$ cat config.mk
export PLATFORM = sky130hd
export DESIGN_NAME = instruction_loader_flat
export DESIGN_NICKNAME = d
export VERILOG_FILES = /design/src/rtl/instruction_loader_pkg.sv /design/src/rtl/instruction_loader_if.sv /design/src/rtl/instruction_loader.sv /design/src/flat_wrapper.sv
export SDC_FILE = /design/constraint.sdc
export NUM_CORES = 1
export LEC_CHECK = 0
export CORE_MARGIN = 1
export CORE_UTILIZATION = 50
export CTS_CLUSTER_SIZE = 14
export DETAILED_ROUTE_END_ITERATION = 6
export HOLD_SLACK_MARGIN = 0.02
export PLACE_DENSITY = 0.83
export SYNTH_ARGS = -nofsm -noshare
export SYNTH_HDL_FRONTEND = slang
export SYNTH_SLANG_ARGS = --single-unit
$ cat constraint.sdc
create_clock -name clk -period 6.3 [get_ports clk]
set_input_delay 0.945 -clock clk [delete_from_list [all_inputs] [get_ports clk]]
set_output_delay 0.945 -clock clk [all_outputs]
set_load 0.03 [all_outputs]
$ cat src/rtl/instruction_loader_pkg.sv
// Shared definitions for the instruction loader.
// Holds the loader state encoding, the default memory geometry, the default
// end-of-program marker and the byte/word packing constants used when the
// UART byte stream is assembled into instruction words.
package instruction_loader_pkg;

  localparam int          LEN               = 32;
  localparam int          RAM_DEPTH_DEFAULT = 2048;
  localparam logic [31:0] HALT_WORD_DEFAULT = 32'hFFFF_FFFF;
  localparam int          BYTES_PER_WORD    = 4;
  localparam int          BYTE_W            = 8;

  typedef enum logic [1:0] {
    ST_IDLE    = 2'd0,
    ST_RECEIVE = 2'd1,
    ST_WRITE   = 2'd2,
    ST_DONE    = 2'd3
  } loader_state_e;

  // The processor must be held whenever a load is in progress.
  function automatic logic is_busy_state(input loader_state_e s);
    return (s == ST_RECEIVE) || (s == ST_WRITE);
  endfunction

endpackage

$ cat src/rtl/instruction_loader_if.sv
// Bundle of the loader's control, UART-byte and memory-write signals.
//   in_start        : 1-cycle pulse arming a new load
//   in_rx_data      : byte from the UART receiver
//   in_rx_done      : 1-cycle strobe, in_rx_data valid
//   out_wr_enable   : 1-cycle instruction memory write strobe
//   out_wr_addr     : byte address of the write (multiple of 4)
//   out_wr_data     : assembled instruction word
//   out_word_count  : words written in the current/last load
//   out_busy        : load in progress, CPU held
//   out_load_done   : level, load finished
// The master modport is the environment (UART side, memory, CPU); the slave
// modport is the loader itself.
interface instruction_loader_if #(
  parameter int len = 32
);

  logic           in_start;
  logic [7:0]     in_rx_data;
  logic           in_rx_done;
  logic           out_wr_enable;
  logic [len-1:0] out_wr_addr;
  logic [len-1:0] out_wr_data;
  logic [len-1:0] out_word_count;
  logic           out_busy;
  logic           out_load_done;

  modport master (
    output in_start,
    output in_rx_data,
    output in_rx_done,
    input  out_wr_enable,
    input  out_wr_addr,
    input  out_wr_data,
    input  out_word_count,
    input  out_busy,
    input  out_load_done
  );

  modport slave (
    input  in_start,
    input  in_rx_data,
    input  in_rx_done,
    output out_wr_enable,
    output out_wr_addr,
    output out_wr_data,
    output out_word_count,
    output out_busy,
    output out_load_done
  );

endinterface

$ cat src/rtl/instruction_loader.sv
// Writer side of the instruction memory.
// Assembles the UART byte stream (first byte = MSB) into len-bit words and
// writes them in order into the instruction RAM starting at byte address 0.
// Loading stops after the HALT_WORD has been written or after the last RAM
// word has been filled.
// Ports:
//   clk    : system clock, all logic on posedge
//   reset  : synchronous, active-high; clears state and all outputs
//   bus    : instruction_loader_if.slave (start/rx inputs, write-port and
//            status outputs; see the interface file)
// All outputs are registered and aligned with the FSM state: the write strobe
// is high exactly while the FSM sits in WRITE.
module instruction_loader
  import instruction_loader_pkg::*;
#(
  parameter int             len       = LEN,
  parameter int             RAM_DEPTH = RAM_DEPTH_DEFAULT,
  parameter logic [len-1:0] HALT_WORD = len'(HALT_WORD_DEFAULT)
) (
  input  logic                 clk,
  input  logic                 reset,
  instruction_loader_if.slave  bus
);

  localparam int             IDX_W     = (RAM_DEPTH > 1) ? $clog2(RAM_DEPTH) : 1;
  localparam logic [IDX_W-1:0] LAST_IDX = IDX_W'(RAM_DEPTH - 1);
  localparam logic [1:0]     LAST_BYTE = 2'(BYTES_PER_WORD - 1);
  localparam int             ADDR_SHIFT = $clog2(BYTES_PER_WORD);

  loader_state_e    state_q, state_d;
  logic [1:0]       byte_cnt_q, byte_cnt_d;
  logic [len-1:0]   shift_q, shift_d;
  logic [IDX_W-1:0] word_idx_q, word_idx_d;
  logic             wr_enable_q, wr_enable_d;
  logic [len-1:0]   wr_addr_q, wr_addr_d;
  logic [len-1:0]   wr_data_q, wr_data_d;
  logic [len-1:0]   word_count_q, word_count_d;
  logic             busy_q, busy_d;
  logic             load_done_q, load_done_d;

  logic             last_byte;
  logic             load_end;

  // The 4th byte of a word is the one accepted while the counter reads 3.
  assign last_byte = bus.in_rx_done && (byte_cnt_q == LAST_BYTE);

  // A load ends once the word just written is the marker or fills the RAM.
  assign load_end = (wr_data_q == HALT_WORD) || (word_idx_q == LAST_IDX);

  // State register.
  always_ff @(posedge clk) begin
    if (reset) begin
      state_q <= ST_IDLE;
    end else begin
      state_q <= state_d;
    end
  end

  // Next-state logic; in_start is only honoured in IDLE and DONE.
  always_comb begin
    state_d = state_q;
    unique case (state_q)
      ST_IDLE:    if (bus.in_start) state_d = ST_RECEIVE;
      ST_RECEIVE: if (last_byte)    state_d = ST_WRITE;
      ST_WRITE:   state_d = load_end ? ST_DONE : ST_RECEIVE;
      ST_DONE:    if (bus.in_start) state_d = ST_RECEIVE;
      default:    state_d = ST_IDLE;
    endcase
  end

  // Byte assembler, word index and the write-port values. The write data,
  // address and count are computed on the 4th byte so they are already in
  // their registers during the WRITE cycle, and then held afterwards.
  always_comb begin
    byte_cnt_d   = byte_cnt_q;
    shift_d      = shift_q;
    word_idx_d   = word_idx_q;
    wr_addr_d    = wr_addr_q;
    wr_data_d    = wr_data_q;
    word_count_d = word_count_q;
    unique case (state_q)
      ST_IDLE, ST_DONE: begin
        if (bus.in_start) begin
          byte_cnt_d   = '0;
          word_idx_d   = '0;
          word_count_d = '0;
        end
      end
      ST_RECEIVE: begin
        if (bus.in_rx_done) begin
          shift_d    = {shift_q[len-BYTE_W-1:0], bus.in_rx_data};
          byte_cnt_d = byte_cnt_q + 2'd1;
          if (byte_cnt_q == LAST_BYTE) begin
            wr_data_d    = shift_d;
            wr_addr_d    = len'(word_idx_q) << ADDR_SHIFT;
            word_count_d = word_count_q + len'(1);
          end
        end
      end
      ST_WRITE: begin
        // A byte arriving during the write cycle is the first byte of the
        // next word, so it must be captured here rather than dropped.
        if (!load_end) begin
          word_idx_d = word_idx_q + IDX_W'(1);
          if (bus.in_rx_done) begin
            shift_d    = {shift_q[len-BYTE_W-1:0], bus.in_rx_data};
            byte_cnt_d = 2'd1;
          end
        end
      end
      default: begin
        byte_cnt_d = '0;
      end
    endcase
  end

  // Status outputs follow the state being entered so that, once registered,
  // they line up with the state itself.
  always_comb begin
    wr_enable_d = (state_d == ST_WRITE);
    busy_d      = is_busy_state(state_d);
    load_done_d = (state_d == ST_DONE);
  end

  // Datapath and output registers.
  always_ff @(posedge clk) begin
    if (reset) begin
      byte_cnt_q   <= '0;
      shift_q      <= '0;
      word_idx_q   <= '0;
      wr_enable_q  <= 1'b0;
      wr_addr_q    <= '0;
      wr_data_q    <= '0;
      word_count_q <= '0;
      busy_q       <= 1'b0;
      load_done_q  <= 1'b0;
    end else begin
      byte_cnt_q   <= byte_cnt_d;
      shift_q      <= shift_d;
      word_idx_q   <= word_idx_d;
      wr_enable_q  <= wr_enable_d;
      wr_addr_q    <= wr_addr_d;
      wr_data_q    <= wr_data_d;
      word_count_q <= word_count_d;
      busy_q       <= busy_d;
      load_done_q  <= load_done_d;
    end
  end

  assign bus.out_wr_enable  = wr_enable_q;
  assign bus.out_wr_addr    = wr_addr_q;
  assign bus.out_wr_data    = wr_data_q;
  assign bus.out_word_count = word_count_q;
  assign bus.out_busy       = busy_q;
  assign bus.out_load_done  = load_done_q;

endmodule
$ cat src/flat_wrapper.sv
// flat-port wrapper written by rule: the top's interface ports become plain ports
module instruction_loader_flat import instruction_loader_pkg::*;
#(
  parameter int             len       = LEN,
  parameter int             RAM_DEPTH = RAM_DEPTH_DEFAULT,
  parameter logic [len-1:0] HALT_WORD = len'(HALT_WORD_DEFAULT)
)
  (clk, reset, bus_in_start, bus_in_rx_data, bus_in_rx_done, bus_out_wr_enable, bus_out_wr_addr, bus_out_wr_data, bus_out_word_count, bus_out_busy, bus_out_load_done);
  instruction_loader_if #(.len(len)) bus_i ();
  input  logic clk;
  input  logic reset;
  input wire logic [$bits(bus_i.in_start)-1:0] bus_in_start;
  input wire logic [$bits(bus_i.in_rx_data)-1:0] bus_in_rx_data;
  input wire logic [$bits(bus_i.in_rx_done)-1:0] bus_in_rx_done;
  output wire logic [$bits(bus_i.out_wr_enable)-1:0] bus_out_wr_enable;
  output wire logic [$bits(bus_i.out_wr_addr)-1:0] bus_out_wr_addr;
  output wire logic [$bits(bus_i.out_wr_data)-1:0] bus_out_wr_data;
  output wire logic [$bits(bus_i.out_word_count)-1:0] bus_out_word_count;
  output wire logic [$bits(bus_i.out_busy)-1:0] bus_out_busy;
  output wire logic [$bits(bus_i.out_load_done)-1:0] bus_out_load_done;
  assign bus_i.in_start = bus_in_start;
  assign bus_i.in_rx_data = bus_in_rx_data;
  assign bus_i.in_rx_done = bus_in_rx_done;
  assign bus_out_wr_enable = bus_i.out_wr_enable;
  assign bus_out_wr_addr = bus_i.out_wr_addr;
  assign bus_out_wr_data = bus_i.out_wr_data;
  assign bus_out_word_count = bus_i.out_word_count;
  assign bus_out_busy = bus_i.out_busy;
  assign bus_out_load_done = bus_i.out_load_done;
  instruction_loader #(.len(len), .RAM_DEPTH(RAM_DEPTH), .HALT_WORD(HALT_WORD)) u_core (.clk(clk), .reset(reset), .bus(bus_i));
endmodule
==> qor.txt, run 1 <==
status - finished clean
GRT Overall Usage - 25.1%
Syn Inst Count - 620
vias - 4,612
share of cells above drive strength 1 - 6.21%
FP Rows - 36
die area - 10,700 sq um
pwr dens - 288 nW/um^2
CP peak stage delay - 900 ps
syn avg cell area - 8.29 sq um
setup ws final - 2870 ps
port buffer count - 89
min Tclk post-route - 3430 ps
post-route cell area - 6650 sq um
setup tns final - 0 ps
first-pass GRT wire length - 20,600 um
Final Max Slew Viols - 0
CP Data Arrival Time - 3880 ps
fin nets - 715
io pins - 111
Max-cap violations - 0
startpoint types - input pin
DRT antenna net count - 0
total global routing overflow - 0
commonest non-fill, non-tap cells in the layout - nand2_1 (154), dfxtp_1 (117), clkdlybuf4s50_1 (88)
crit-path max FO - 66
Area Overhead vs Synth - 29.3%
top achievable clock speed - 0.292 GHz
fillers - 784
antenna cell count - 0
core area - 9860 sq um
routability cong. - 0.843
Vias/cell - 5.48
clk_lat worst skew - 510 ps
Starting Density - 52.1%
largest net degree at the start of global routing - 67
Root Buffer - clkbuf_8
CTS resizes - 0
Mapped Area - 5140 sq um
postcts setup bufs - 0
highest ir drop seen on vdd - 0.000178 V
final wirelength - 12,700 um
slowest stage cell, crit path - nand2_1
RSZ-0062 raised after global routing - no
TritonCTS clock tree - done
deepest clock path buffer count - 2
most used cell, CP - nand2_1
final hold vios - 0
antenna violations before repair - 0
initial DRC count - 210
Die Y - 103 um
DRT Pass-1 Iters - 4
Bufs and invs on worst path - 3
sequential area share after synthesis - 45.6%
endpoints failing setup - 0
hold buffer count at CTS - 0
clock transition at the registers of the reported paths - 60 ps
DP Area - 5990 sq um
Pleak - 2.34 nW
synth unique cells - 46
relative slew slack - 26.9%
CTS Sinks - 117
critical path class - input pin to flop
period utilisation layout - 54.4%
Util after Layout - 67.4%
Post-DP HPWL - 8310 um
Hold WC Path Type - flop to flop
CTS Buf Count - 17
die width - 103 um
Clock Skew - 6.82 ps
post-place setup slack - 2470 ps
synth warn - 0
CTS H-Tree Depth - 4
cell family with most CP delay - simple AND/OR/NAND/NOR gates
vias in the first global route - 4,415
routed len/inst - 15.1 um
worst-path cell chain - buf_2 -> buf_4 -> inv_1 -> nand2_1 -> or3_1 -> nand2_1
Yosys reg bits - 117
Remaining DRCs - 0
slew of the pin with the lowest slew margin - 1090 ps
most common cell after layout, fill and taps aside - nand2_1
crit end category - flop
Worst Path Required - 6750 ps
==> stage by stage <==
| stage | total power, mW | hold slack (ps) | std cells |
|---|---|---|---|
| 6_report | 1.91 | 454 | 841 |
| 5_1_grt | 1.96 | 468 | 841 |
| 4_1_cts | 1.92 | 457 | 841 |
| 3_5_place_dp | 0.852 | 446 | 810 |
| 3_3_place_gp | 0.850 | 445 | 810 |
| 2_1_floorplan | 0.843 | 432 | 640 |
==> worst reg2reg max path: cells and delay by family (launching register included) <==
family / cells / cell delay, ps
AO/OA/AOI/OAI: 2 / 900
adder cells (fa/ha/maj): 1 / 340
buffers and inverters: 2 / 380
flip-flops: 1 / 330
AND/OR/NAND/NOR: 3 / 930
==> area by class of cell <==
class | count | area [sq um] | share of cell area, %
Multi-Input combinational cell | 456 | 2520 | 37.9
Sequential cell | 117 | 2340 | 35.2
Timing Repair Buffer | 93 | 916 | 13.8
Clock buffer | 22 | 463 | 6.97
Clock inverter | 9 | 198 | 2.97
Tap cell | 133 | 166 | 2.50
Inverter | 11 | 41.3 | 0.621
==> routing by layer <==
metal  vias to the layer above  global-route usage (%)  wire length, um
li1                       2244                       -                -
met5                         -                       0                0
met4                         0                    10.7              218
met1                      2199                    29.8             5280
met2                       145                    44.5             6560
met3                        24                    4.57              640
==> state kept, by name, indices dropped and copies added, names as in the netlist <==
signal and cells:
u_core.byte_cnt_q 2, u_core.bus.out_load_done 1, u_core.bus.out_wr_addr 11, u_core.shift_q 24, u_core.bus.out_busy 1, u_core.state_q 2
u_core.word_idx_q 11, u_core.bus.out_wr_enable 1, u_core.bus.out_word_count 32, u_core.bus.out_wr_data 32
==> cells by family after synthesis <==
| kind of cell | synth area share, % |
|---|---|
| AO/OA/AOI/OAI | 12.0 |
| other | 0.0729 |
| adder cells (fa/ha/maj) | 1.70 |
| buffers and inverters | 6.89 |
| AND/OR/NAND/NOR | 25.9 |
| flip-flops | 45.6 |
| multiplexers | 4.87 |
| XOR/XNOR | 3.07 |
==> synthesized netlist by cell type, drive strengths merged <==
cell	number	area share, %
ha	7	1.7
xnor2	1	0.17
mux2i	25	4.9
or2	2	0.24
buf	32	4.3
a2bb2oi	1	0.17
nand2b	2	0.39
a41o	1	0.19
nand4b	1	0.17
inv	11	0.80
and4	5	0.85
or4	7	1.0
dfxtp	117	46
a32o	1	0.19
a21o	1	0.15
o311ai	3	0.51
conb	1	0.073
nor2	31	2.3
and3	4	0.49
o21ai	13	1.3
nand3	22	2.1
nor3	7	0.68
o21a	3	0.44
o32ai	1	0.17
o31ai	2	0.29
a21oi	61	5.9
or3	10	1.2
nor2b	6	0.73
and2	2	0.24
nand2	154	11
a211oi	5	1.1
xor2	17	2.9
clkbuf	24	1.8
nand4	22	2.9
nor4	6	1.3
a31oi	7	0.85
o211ai	5	0.73
==> report_power, final <==
group	switching (mW)	internal (mW)	total, mW	leakage [nW]
Combinational	0.0659	0.0241	0.0901	1.08
Sequential	0.00314	0.745	0.749	0.943
Clock	0.323	0.750	1.07	0.321
Total	0.392	1.52	1.91	2.34
==> final timing paths <==
kind	to	cells after the start	slack [ps]	startpoint
worst min-delay path	u_core.bus.out_wr_addr[11]	2	450	u_core.bus.out_wr_addr[11]
worst min register to register	u_core.bus.out_wr_addr[11]	2	450	u_core.bus.out_wr_addr[11]
worst max register to register	u_core.bus.out_word_count[24]	8	3320	u_core.state_q[1]
worst max-delay path	u_core.bus.out_word_count[26]	6	2870	reset
Note: power is estimated with default switching activity, not from simulation.
==> run 2: changes to the inputs <==
- CORE_UTILIZATION: 50 -> 46
- PLACE_DENSITY: 0.83 -> 0.8
- clock period: 6.3 -> 3.05 ns (I/O delays scaled with it)
==> run 2 against run 1 <==
- critical path depth grew 1
- clock skew grew 1.9 ps
- register-to-register slack lost 2700 ps
- sequential power grew 110%
- largest power group unchanged
==> qor.txt, run 2 (synthesis gave the netlist of run 1 again) <==
status - finished clean
share of cells above drive strength 1 - 7.00% (+0.79 points)
worst-path cell chain - nand4_1 -> nor4_2 -> a21o_1 -> nand3_1 -> nand2_1 -> ha_1 -> nor2b_1
CTS resizes - 0 (unchanged)
RSZ-0062 raised after global routing - no
met3 WL - 760 um (+19%)
clk_lat worst skew - 520 ps (about the same)
commonest non-fill, non-tap cells in the layout - nand2_1 (154), dfxtp_1 (117), clkdlybuf4s50_1 (88)
Area Overhead vs Synth - 28.5%
min Tclk post-route - 2480 ps
met2 wire len - 6120 um (-6.7%)
flop2flop setup slack - 570 ps (-2750 ps)
FP Rows - 38 (+5.6%)
Final Max Slew Viols - 0 (unchanged)
Worst Hold Launch - u_core.bus.out_wr_addr[4]
antenna cell count - 0 (unchanged)
post-place setup slack - 463 ps (-2010 ps)
slowest stage cell, crit path - nor4_2
DRT Pass-1 Iters - 5 (+1)
hold depth - 2 (unchanged)
setup ws final - 574 ps (-2300 ps)
Top Metal Used - met4
vias - 4,657 (+0.98%)
die area - 11,600 sq um (+8.5%)
highest ir drop seen on vdd - 0.000378 V (+110%)
routability cong. - 0.847 (+0.46%)
FF/Latch Area - 2340 sq um (unchanged)
Die Y - 108 um (+4.2%)
Root Buffer - clkbuf_8
CP peak stage delay - 660 ps (-240 ps)
endpoints failing setup - 0 (unchanged)
Vias/cell - 5.45 (-0.56%)
DRT antenna net count - 0 (unchanged)
relative slew slack - 52.5% (+26 points)
Metal-1 WL - 5260 um (-0.44%)
Starting Density - 47.2% (-4.9 points)
pwr dens - 551 nW/um^2 (+91%)
R2R cell count - 7 (-1)
core area - 10,900 sq um (+10%)
CTS Sinks - 117 (unchanged)
clock transition at the registers of the reported paths - 60 ps (about the same)
final hold vios - 0 (unchanged)
area occupied by multi-input gates - 2520 sq um (unchanged)
postcts setup bufs - 0 (unchanged)
Pleak - 2.32 nW (-1.1%)
CP Data Arrival Time - 2850 ps (-1030 ps)
final wirelength - 12,300 um (-2.8%)
Reg-to-Reg End - u_core.bus.out_busy
Worst Path Required - 3430 ps (-3320 ps)
Bufs and invs on worst path - 0 (-3)
cell family with most CP delay - simple AND/OR/NAND/NOR gates
hold buffer count at CTS - 0 (unchanged)
most common cell after layout, fill and taps aside - nand2_1
top achievable clock speed - 0.404 GHz
placed insts - 822 (+1.5%)
port buffer count - 89 (unchanged)
slew of the pin with the lowest slew margin - 707 ps (-388 ps)
antenna violations before repair - 0 (unchanged)
critical path class - flop to flop
post-route insts no fill - 854 (+1.5%)
io pins - 111 (unchanged)
Hold WC Path Type - flop to flop
deepest clock path buffer count - 2 (unchanged)
largest net degree at the start of global routing - 66 (-1.5%)
crit-path max FO - 14 (-79%)
hold endpoint - u_core.bus.out_wr_addr[4]
first-pass GRT wire length - 20,200 um (-2.0%)
Post-DP HPWL - 8450 um (+1.7%)
startpoint types - flop
setup tns final - 0 ps (unchanged)
CTS Buf Count - 17 (unchanged)
crit end category - flop
die width - 108 um (+4.2%)
fillers - 897 (+14%)
fin nets - 720 (+0.70%)
Max-cap violations - 0 (unchanged)
routed len/inst - 14.5 um (-4.3%)
initial DRC count - 246 (+17%)
vias in the first global route - 4,320 (-2.2%)
Clock Skew - 8.69 ps (+1.87 ps)
total global routing overflow - 0 (unchanged)
CTS H-Tree Depth - 4 (unchanged)
period utilisation layout - 81.2%
GRT Overall Usage - 22.2% (-2.9 points)
FF-to-FF Start - u_core.bus.out_wr_data[16]
TritonCTS clock tree - done
Remaining DRCs - 0 (unchanged)
-- run 2: worst max-delay path by stage --
stage                               start                             to  slack (ps)  depth (start not counted)
4_1_cts              u_core.word_idx_q[0]            u_core.bus.out_busy         640                          8
3_5_place_dp               bus_in_rx_done  u_core.bus.out_word_count[25]         460                          6
3_3_place_gp               bus_in_rx_done            u_core.bus.out_busy         530                          7
6_report       u_core.bus.out_wr_data[16]            u_core.bus.out_busy         570                          7
5_1_grt              u_core.word_idx_q[1]            u_core.bus.out_busy         460                          8
2_1_floorplan   u_core.bus.out_wr_data[4]            u_core.bus.out_busy         920                          8
-- run 2: worst min-delay path, cell delays in order, from the launching register on --
cell	delay [ps]
dfxtp_1	310
nand2_1	50
a21oi_1	50
-- run 2: layer usage --
metal	global-route usage [%]	up-vias
met2	38.7	161
met5	0	-
met4	7.14	0
met1	26.0	2209
li1	-	2269
met3	6.36	18
-- run 2: per-stage QoR --
| step | area (sq um) | util [%] | power [mW] | hold WS [ps] |
|---|---|---|---|---|
| 2_1_floorplan | 5220 | - | 1.74 | 432 |
| 3_5_place_dp | 6030 | 55.4 | 1.76 | 447 |
| 5_1_grt | 6610 | 60.7 | 3.74 | 476 |
| 4_1_cts | 6610 | 60.7 | 3.65 | 454 |
| 6_report | 6610 | 60.7 | 3.64 | 453 |
| 3_3_place_gp | 6030 | 55.4 | 1.76 | 439 |
-- run 2: area by class of cell --
type / instances / area share [%]
Inverter: 11 / 0.625
Clock inverter: 11 / 1.91
Timing Repair Buffer: 98 / 14.4
Multi-Input combinational cell: 456 / 38.1
Clock buffer: 21 / 6.80
Tap cell: 140 / 2.65
Sequential cell: 117 / 35.4
-- run 2: power breakdown --
| group | internal [mW] | switching (mW) |
|---|---|---|
| Clock | 1.21 | 0.699 |
| Sequential | 1.54 | 0.00635 |
| Combinational | 0.0525 | 0.136 |
| Total | 2.80 | 0.842 |
==> run 3: changes to the inputs <==
- CORE_UTILIZATION: 46 -> 50
- PLACE_DENSITY: 0.8 -> 0.83
- clock period: 3.05 -> 2.3 ns (I/O delays scaled with it)
==> run 3 against run 2 <==
- sequential share of layout area shrank 0.97 points
- flip-flop and latch count is the same
- worst hold slack worse by 98 ps
- highest routed layer unchanged
- worst setup slack worse by 490 ps
- largest power group unchanged
- critical path type unchanged
==> qor.txt, run 3 (synthesis gave the netlist of run 1 again) <==
status - finished clean
CP peak stage delay - 430 ps (-230 ps)
fin nets - 731 (+1.5%)
Util after Layout - 68.9% (+8.2 points)
highest ir drop seen on vdd - 0.000467 V (+24%)
clk_lat worst skew - 510 ps (about the same)
CTS Buf Count - 17 (unchanged)
routability cong. - 0.839 (-0.93%)
total global routing overflow - 0 (unchanged)
setup tns final - 0 ps (unchanged)
TritonCTS clock tree - done
routed len/inst - 14.6 um (+1.0%)
setup ws final - 88.3 ps (-486 ps)
post-place setup slack - 57.5 ps (-405 ps)
Pleak - 2.43 nW (+4.8%)
share of cells above drive strength 1 - 8.41% (+1.4 points)
Max-cap violations - 0 (unchanged)
CTS H-Tree Depth - 4 (unchanged)
Metal-1 WL - 5210 um (-0.87%)
Worst Path Required - 2730 ps (-700 ps)
met2 wire len - 6220 um (+1.6%)
CTS resizes - 0 (unchanged)
final hold vios - 0 (unchanged)
io pins - 111 (unchanged)
Area Overhead vs Synth - 32.1%
DRT antenna net count - 0 (unchanged)
period utilisation layout - 96.2% (+15 points)
worst-path cell chain - inv_1 -> ha_1 -> buf_4 -> nand2b_4 -> a211oi_2 -> nand4_1 -> or3_1 -> a21oi_1
Hold WC Path Type - input pin to flop
startpoint types - flop
Starting Density - 52.1% (+4.9 points)
most common cell after layout, fill and taps aside - nand2_1
slew of the pin with the lowest slew margin - 659 ps (-47.8 ps)
deepest clock path buffer count - 2 (unchanged)
Post-DP HPWL - 8540 um (+1.1%)
relative slew slack - 56.1% (+3.6 points)
top achievable clock speed - 0.452 GHz (+12%)
hold buffer count at CTS - 0 (unchanged)
commonest non-fill, non-tap cells in the layout - nand2_1 (154), dfxtp_1 (117), clkdlybuf4s50_1 (88)
Die Y - 103 um (-4.0%)
Final Max Slew Viols - 0 (unchanged)
PnR Total Power - 5.29 mW (+46%)
clock transition at the registers of the reported paths - 60 ps (about the same)
Clock Skew - 5.86 ps (-2.84 ps)
CP Data Arrival Time - 2640 ps (-210 ps)
pwr dens - 779 nW/um^2 (+42%)
die area - 10,700 sq um (-7.9%)
Remaining DRCs - 0 (unchanged)
min Tclk post-route - 2210 ps (-264 ps)
Vias/cell - 5.54 (+1.5%)
largest net degree at the start of global routing - 66 (unchanged)
GRT Overall Usage - 24.9% (+2.7 points)
fillers - 725 (-19%)
antenna violations before repair - 0 (unchanged)
postcts setup bufs - 0 (unchanged)
final wirelength - 12,500 um (+1.5%)
DRT Pass-1 Iters - 5 (unchanged)
vias - 4,750 (+2.0%)
core area - 9860 sq um (-9.4%)
antenna cell count - 0 (unchanged)
critical path class - flop to flop
FP Rows - 36 (-5.3%)
port buffer count - 89 (unchanged)
endpoints failing setup - 0 (unchanged)
RSZ-0062 raised after global routing - no
initial DRC count - 232 (-5.7%)
Root Buffer - clkbuf_8
CTS Sinks - 117 (unchanged)
slowest stage cell, crit path - or3_1
crit end category - flop
die width - 103 um (-4.0%)
first-pass GRT wire length - 20,500 um (+1.1%)
crit-path max FO - 8 (-6)
met3 WL - 841 um (+11%)
Top Metal Used - met4
vias in the first global route - 4,403 (+1.9%)
[run 3: changes by cell type in the layout (fill, tap and decap cells not counted)]
| cell | before | now |
|---|---|---|
| inv_6 | 1 | 0 |
| clkinv_4 | 2 | 0 |
| bufinv_16 | 2 | 6 |
| clkinv_2 | 2 | 1 |
| ha_1 | 7 | 6 |
| ha_2 | 0 | 1 |
| clkbuf_8 | 3 | 5 |
| buf_12 | 0 | 1 |
| clkinvlp_4 | 4 | 1 |
| buf_4 | 9 | 19 |
| clkbuf_1 | 2 | 3 |
[run 3: path summary, 6_finish.rpt]
path	slack (ps)	to	from	cells after the start
max	90	u_core.bus.out_word_count[24]	u_core.state_q[1]	8
min	360	u_core.bus.out_word_count[20]	reset	5
max reg2reg	90	u_core.bus.out_word_count[24]	u_core.state_q[1]	8
min reg2reg	450	u_core.bus.out_wr_data[24]	u_core.shift_q[16]	2
[run 3: per-layer routing]
metal  global-route usage (%)  up-vias
met1                     30.0     2242
met2                     41.8      190
met4                     10.6        0
li1                         -     2289
met5                        0        -
met3                     6.65       29
[run 3: cell type report]
cell class / count / area [sq um] / share of cell area [%]
clock inverter: 8 / 193 / 2.84
multi-input combinational: 456 / 2520 / 37.1
inverter: 11 / 41.3 / 0.608
sequential: 117 / 2340 / 34.5
timing repair buffer: 109 / 1050 / 15.4
clock buffer: 24 / 480 / 7.07
tap: 133 / 166 / 2.45
[run 3: through the flow]
| stage | cell area [sq um] | std cells | hold WS, ps |
|---|---|---|---|
| floorplan | 5220 | 640 | 432 |
| finish | 6790 | 858 | 355 |
| global placement | 6120 | 826 | 444 |
| CTS | 6790 | 858 | 337 |
| detailed placement | 6120 | 826 | 447 |
| global route | 6790 | 858 | 398 |
[run 3: power breakdown]
group	switching, mW	internal, mW
clock	0.888	2.09
combinational	0.182	0.0812
sequential	0.00840	2.04
total	1.08	4.22
[run 3: worst max-delay path, delay by kind of cell (launching register included)]
kind                       cells  cell delay (ps)
adders and majority gates      1              210
and+or+nand+nor                3              860
buffers and inverters          2              230
AOI/OAI and AO/OA              2              470
DFF                            1              360
